--- src/rtl/pong_match_ctrl.sv ---
`default_nettype none
// ----------------------------------------------------------------------------
// pong_match_ctrl : serve/rally/point/over sequencer with scores, winner, pause
// Revision 1.0
// ----------------------------------------------------------------------------
module pong_match_ctrl #(
  parameter int X_POS_W      = 10,
  parameter int SCREEN_H_RES = 640,
  parameter int LEFT_MISS    = 1,
  parameter int WIN_SCORE    = 7,
  parameter int SERVE_FRAMES = 60,
  parameter int OVER_FRAMES  = 180
) (
  input  logic               clk_i,
  input  logic               rst_ni,
  input  logic               new_frame_i,
  input  logic               start_i,
  input  logic               pause_i,
  input  logic [X_POS_W-1:0] ball_x_i,
  output logic               run_o,
  output logic               ball_hold_o,
  output logic               serve_dir_o,
  output logic [3:0]         score_player_o,
  output logic [3:0]         score_enemy_o,
  output logic               point_o,
  output logic               winner_o,
  output logic [2:0]         state_o,
  output logic               paused_o
);

  localparam int CNT_MAX = (SERVE_FRAMES > OVER_FRAMES) ? SERVE_FRAMES : OVER_FRAMES;
  localparam int CNT_W   = (CNT_MAX > 1) ? $clog2(CNT_MAX) : 1;

  localparam logic [CNT_W-1:0]   SERVE_LAST = CNT_W'(SERVE_FRAMES - 1);
  localparam logic [CNT_W-1:0]   OVER_LAST  = CNT_W'(OVER_FRAMES - 1);
  localparam logic [3:0]         WIN_S      = 4'(WIN_SCORE);
  localparam logic [X_POS_W-1:0] RIGHT_X    = X_POS_W'(SCREEN_H_RES);
  localparam logic [X_POS_W-1:0] LEFT_X     = X_POS_W'(LEFT_MISS);

  typedef enum logic [2:0] {
    S_IDLE  = 3'd0,
    S_SERVE = 3'd1,
    S_RALLY = 3'd2,
    S_POINT = 3'd3,
    S_OVER  = 3'd4
  } state_t;

  state_t           state_q, state_d;
  logic [CNT_W-1:0] cnt_q, cnt_d;
  logic [3:0]       score_player_q, score_player_d;
  logic [3:0]       score_enemy_q, score_enemy_d;
  logic             winner_q, winner_d;
  logic             serve_dir_q, serve_dir_d;
  logic             paused_q, paused_d;
  logic             scorer_q, scorer_d;
  logic             run_q, run_d;
  logic             hold_q, hold_d;
  logic             point_q, point_d;
  logic             start_cur_q, start_cur_d;
  logic             start_prev_q, start_prev_d;
  logic             pause_cur_q, pause_cur_d;
  logic             pause_prev_q, pause_prev_d;
  logic [1:0]       arm_q, arm_d;

  logic       start_edge;
  logic       pause_edge;
  logic       frame_tick;
  logic       right_miss;
  logic       left_miss;
  logic [3:0] scored;
  logic [3:0] new_score;

  always_comb begin
    state_d        = state_q;
    cnt_d          = cnt_q;
    score_player_d = score_player_q;
    score_enemy_d  = score_enemy_q;
    winner_d       = winner_q;
    serve_dir_d    = serve_dir_q;
    paused_d       = paused_q;
    scorer_d       = scorer_q;
    start_cur_d    = start_i;
    start_prev_d   = start_cur_q;
    pause_cur_d    = pause_i;
    pause_prev_d   = pause_cur_q;
    arm_d          = {arm_q[0], 1'b1};

    // Edges need two post-reset key samples, so a key held through reset is not a press.
    start_edge = start_cur_q & ~start_prev_q & arm_q[1];
    pause_edge = pause_cur_q & ~pause_prev_q & arm_q[1];
    frame_tick = new_frame_i & ~paused_q;
    right_miss = (ball_x_i >= RIGHT_X);
    left_miss  = (ball_x_i < LEFT_X);
    scored     = scorer_q ? score_enemy_q : score_player_q;
    new_score  = (scored >= WIN_S) ? WIN_S : scored + 4'd1;

    case (state_q)
      S_IDLE: begin
        if (start_edge) begin
          score_player_d = 4'd0;
          score_enemy_d  = 4'd0;
          winner_d       = 1'b0;
          serve_dir_d    = 1'b0;
          cnt_d          = '0;
          state_d        = S_SERVE;
        end
      end
      S_SERVE: begin
        if (pause_edge) paused_d = ~paused_q;
        if (frame_tick) begin
          if (cnt_q == SERVE_LAST) begin
            cnt_d   = '0;
            state_d = S_RALLY;
          end else begin
            cnt_d = cnt_q + CNT_W'(1);
          end
        end
      end
      S_RALLY: begin
        if (frame_tick && (right_miss || left_miss)) begin
          scorer_d = right_miss;
          state_d  = S_POINT;
        end else if (pause_edge) begin
          paused_d = ~paused_q;
        end
      end
      S_POINT: begin
        if (scorer_q) score_enemy_d = new_score;
        else          score_player_d = new_score;
        serve_dir_d = ~scorer_q;
        cnt_d       = '0;
        if (new_score == WIN_S) begin
          winner_d = scorer_q;
          state_d  = S_OVER;
        end else begin
          state_d = S_SERVE;
        end
      end
      S_OVER: begin
        if (new_frame_i) begin
          if (cnt_q == OVER_LAST) begin
            cnt_d   = '0;
            state_d = S_IDLE;
          end else begin
            cnt_d = cnt_q + CNT_W'(1);
          end
        end
      end
      default: begin
        state_d = S_IDLE;
      end
    endcase

    if (state_d != S_SERVE && state_d != S_RALLY) paused_d = 1'b0;

    run_d   = (state_d == S_RALLY) && !paused_d;
    hold_d  = (state_d != S_RALLY);
    point_d = (state_d == S_POINT);
  end

  always_ff @(posedge clk_i) begin
    if (!rst_ni) begin
      state_q        <= S_IDLE;
      cnt_q          <= '0;
      score_player_q <= 4'd0;
      score_enemy_q  <= 4'd0;
      winner_q       <= 1'b0;
      serve_dir_q    <= 1'b0;
      paused_q       <= 1'b0;
      scorer_q       <= 1'b0;
      run_q          <= 1'b0;
      hold_q         <= 1'b0;
      point_q        <= 1'b0;
      start_cur_q    <= 1'b0;
      start_prev_q   <= 1'b0;
      pause_cur_q    <= 1'b0;
      pause_prev_q   <= 1'b0;
      arm_q          <= 2'b00;
    end else begin
      state_q        <= state_d;
      cnt_q          <= cnt_d;
      score_player_q <= score_player_d;
      score_enemy_q  <= score_enemy_d;
      winner_q       <= winner_d;
      serve_dir_q    <= serve_dir_d;
      paused_q       <= paused_d;
      scorer_q       <= scorer_d;
      run_q          <= run_d;
      hold_q         <= hold_d;
      point_q        <= point_d;
      start_cur_q    <= start_cur_d;
      start_prev_q   <= start_prev_d;
      pause_cur_q    <= pause_cur_d;
      pause_prev_q   <= pause_prev_d;
      arm_q          <= arm_d;
    end
  end

  assign run_o          = run_q;
  assign ball_hold_o    = hold_q;
  assign serve_dir_o    = serve_dir_q;
  assign score_player_o = score_player_q;
  assign score_enemy_o  = score_enemy_q;
  assign point_o        = point_q;
  assign winner_o       = winner_q;
  assign state_o        = state_q;
  assign paused_o       = paused_q;

endmodule
`default_nettype wire

--- config.mk ---
export PLATFORM = sky130hd
export DESIGN_NAME = pong_match_ctrl
export DESIGN_NICKNAME = d
export VERILOG_FILES = /design/src/rtl/pong_match_ctrl.sv
export SDC_FILE = /design/constraint.sdc
export NUM_CORES = 1
export LEC_CHECK = 0
export ABC_AREA = 0
export BUFFER_PORTS_ARGS = -buffer_cell sky130_fd_sc_hd__clkbuf_2
export CAP_MARGIN = 20
export CORE_ASPECT_RATIO = 1.1
export CORE_UTILIZATION = 40
export DETAILED_ROUTE_END_ITERATION = 10
export GPL_TIMING_DRIVEN = 0
export HOLD_SLACK_MARGIN = 0.06
export PLACE_DENSITY = 0.59
export SETUP_SLACK_MARGIN = 0.2
export SYNTH_ARGS = -nofsm -noshare
export SYNTH_HDL_FRONTEND = slang
export SYNTH_SLANG_ARGS = --single-unit
--- constraint.sdc ---
create_clock -name clk_i -period 8.16 [get_ports clk_i]
set_input_delay 0.408 -clock clk_i [delete_from_list [all_inputs] [get_ports clk_i]]
set_output_delay 0.408 -clock clk_i [all_outputs]
set_load 0.02 [all_outputs]
==> parameters.txt <==
Parameter                              Value

STA
  Transition time at the pin with the least slew margin ... 0.693 ns
  Number of hold violations in the final report ... 0
  Pins Over Slew Limit ... 0
  Setup repair after global routing missed its margin ... no
  Tcrit/Tclk final ... 35.1%
  Worst-case clock skew ... 0.0115 ns
  Max frequency ... 349 MHz
  Minimum period implied by the final worst setup slack ... 2.87 ns
  Relative slew margins ... 53.2%
  PnR worst setup slack ... 5.29 ns
  Number of setup violations in the final report ... 0
  Setup_tns ... 0 ns

Detailed routing
  First-pass DRT Iterations ... 4
  Detailed router's first-iteration violation count ... 73
  Routed length per instance ... 13.3 microns
  Detailed-route via count ... 1,421
  Post-route DRC ... 0
  Vias per inst ... 5.28
  Wire length after detailed routing ... 3580 microns
  Post-route antenna net violation count ... 0

CTS
  Worst-case clock buffer depth ... 2
  Clock buffers created by TritonCTS ... 5
  Max H-tree Level ... 2
  Clock tree root driver cell ... clkbuf_8
  Number of buffers inserted by post-CTS setup repair ... 0
  CTS sink cnt ... 32
  Clock input transition at the sequential cells of the worst setup and hold paths ... 0.07 ns
  CTS Hold Buffers Added ... 0
  Clock latency of the later-clocked register in the worst-skew pair ... 0.29 ns
  Number of resized instances in the post-cts repair step ... 0
  TritonCTS clock tree ... yes

Floorplan
  Horizontal die dimension ... 62.0 microns
  Placeable core region ... 0.00371 sq mm
  Row Count ... 23
  DIE AREA ... 0.00421 sq mm
  Initial Utilization ... 42.6%
  Height of the chip ... 67.9 microns
  IO Count ... 32

Cells and area
  Combined flip-flop and latch cell area ... 641 sq um
  Non-filler cells, final ... 269
  Filler cell count in the final layout ... 364
  Final cell area excluding filler cells ... 0.00193 sq mm
  Share of post-route cells with drive strength above 1 ... 22.4%
  Final antenna diode count ... 0
  Area of the multi-input gates ... 892 sq um
  Area added between synthesis and finish ... 21.8%
  # nets final ... 235

Synthesis
  Number of register bits inferred by synthesis ... 32
  Synthesized cell area ... 0.00158 sq mm
  Flip-flop cell with the highest count after synthesis ... dfxtp_1
  Sequential area share after synthesis ... 40.5%
  Number of distinct standard cells referenced by the synthesized netlist ... 48
  Cell accounting for the most synthesized area ... dfxtp_1
  Synth Instances ... 180
  Post-Syn Nets ... 197
  Post-synth EDFFs ... 0
  Async S/R FF share, synth ... 0%
  Mean instance size in the synthesized netlist ... 8.79 sq um
  Yosys warning count ... 0
  Biggest area contributors in the synthesized netlist ... dfxtp_1 (41%), and2_1 (5.1%), nor2_1 (4.7%), nor2b_1 (3.2%), o21ai_0 (3.2%)
  Synth top area share ... 40.5%

Outcome
  Status ... finished, final reports clean

Power and ir drop
  Internal Power ... 273 uW
  Leakage Power ... 0.000814 uW
  Combinational share of power ... 4.7%
  Power consumption ... 341 uW
  Net switching power of the design ... 67.5 uW
  Maximum vdd ir drop ... 0.000111 V
  Net Sw Frac ... 19.8%
  Clock group share of total power ... 48.5%
  Share of power burned in registers ... 46.8%
  Total power divided by cell area ... 177 mW/mm^2

Setup path
  Critical-path maximum fanout ... 10
  Critical path launch point type ... register
  Kind of critical path ... register to register
  Element type at the critical path end ... register
  Required time of the worst setup path ... 8.39 ns
  Arrival time worst endpoint ... 3.09 ns

Placed design
  Global placement routability congestion ... 0.808
  Area post-placement ... 0.00180 sq mm
  DPL Wire Length ... 2690 microns
  Number of buffer cells added on primary ports ... 31
  Post-placement cell count ... 261
  Setup Slack @ Placement ... 5.31 ns

Run
  Max Cap Violations ... 0

Global routing
  Vias in the first global route ... 1,337
  Initial antenna violation count ... 0
  Combined global-route utilization of all metal layers ... 20.0%
  Global route overflow ... 0
  Largest net degree at the start of global routing ... 11
  Global-route wire length before repair ... 6060 microns

Worst hold path
  Class of the worst hold path ... primary input to register
cell families after synthesis:
kind of cell | synth area share, %
xor+xnor | 3.88
mux | 3.96
compound gates | 17.0
fa+ha+maj | 1.58
simple gates | 30.0
flops | 40.5
buf+inv | 3.09
power groups by stage:
stage / Clock [uW] / Sequential, uW / Combinational [uW]
floorplan: 0 / 163 / 8.89
global placement: 0 / 163 / 15.7
detailed placement: 0 / 163 / 16.3
CTS: 169 / 160 / 16.3
global route: 177 / 160 / 18.2
finish: 165 / 160 / 16.0
routing by layer:
metal	vias up	GRT usage, %	wire, microns
met2	34	32.8	1770
met4	0	6.67	43
met1	663	24.7	1620
met3	6	5.67	145
li1	718	-	-
met5	-	0	0
cell usage in the layout, fill, tap and decap left out, types with 3 or more instances in the layout:
| cell | synthesis | routed |
|---|---|---|
| dfxtp_1 | 32 | 32 |
| and3_1 | 3 | 3 |
| nand2_1 | 11 | 11 |
| clkbuf_8 | 0 | 7 |
| clkbuf_1 | 5 | 5 |
| nand4_1 | 4 | 4 |
| nor4_1 | 3 | 3 |
| nand3_1 | 6 | 6 |
| xor2_1 | 5 | 5 |
| a31oi_1 | 4 | 4 |
| mux2i_1 | 4 | 4 |
| nor2b_1 | 8 | 8 |
| o21ai_0 | 10 | 10 |
| clkbuf_2 | 0 | 31 |
| inv_1 | 3 | 3 |
| nor2_1 | 20 | 20 |
| nor3_1 | 4 | 4 |
| a21oi_1 | 4 | 4 |
| and2_1 | 13 | 13 |
final timing paths:
check	end	cells past startpoint	slack, ns	startpoint
worst max-delay path	paused_o	9	5.29	scorer_q
worst min-delay path	arm_q[0]	1	0.31	rst_ni
worst max register to register	paused_o	9	5.29	scorer_q
worst min register to register	arm_q[1]	1	0.44	arm_q[0]
synth_stat cells (2+ instances only):
library cell	count
nand4b_1	2
nand2b_1	2
mux2i_1	4
nand3_1	6
xnor2_1	2
clkbuf_1	5
nor3_1	4
nand4_1	4
ha_1	2
o21ai_0	10
inv_1	3
a21oi_1	4
and3_1	3
xor2_1	5
dfxtp_1	32
a31oi_1	4
mux2_2	2
and2_1	13
a211oi_1	2
or3_1	2
nand2_1	11
a21o_1	2
a21boi_0	2
nor2b_1	8
nor4_1	3
nor2_1	20
o31ai_1	2
sequential cells by signal, summed over array words and instances, names as in the netlist, 2 cells and up:
register        cells
score_enemy_o       4
state_o             3
score_player_o      4
arm_q               2
cnt_q               8
layout make-up:
type,count,share of cell area (%)
multi-input cells,138,46.3
clock buffers,7,5.00
plain buffers,7,1.95
well taps,50,3.25
repair buffers,31,8.06
flip-flops and latches,32,33.3
clock inverters,1,1.56
inverters,3,0.585
critical path, stage by stage (launching register included):
cell and delay, ns:
dfxtp_1 0.43, buf_4 0.21, mux2_2 0.36, ha_1 0.25, a211oi_1 0.34, a21oi_1 0.14
o211a_1 0.26, o311a_4 0.33, a2111o_1 0.40, a21oi_2 0.11
stage by stage:
step / util, % / hold slack, ns
floorplan: - / 0.412
global placement: 48.5 / 0.424
detailed placement: 48.5 / 0.427
CTS: 51.9 / 0.302
global route: 51.9 / 0.307
finish: 51.9 / 0.308
(Power assumes the default switching activity.)
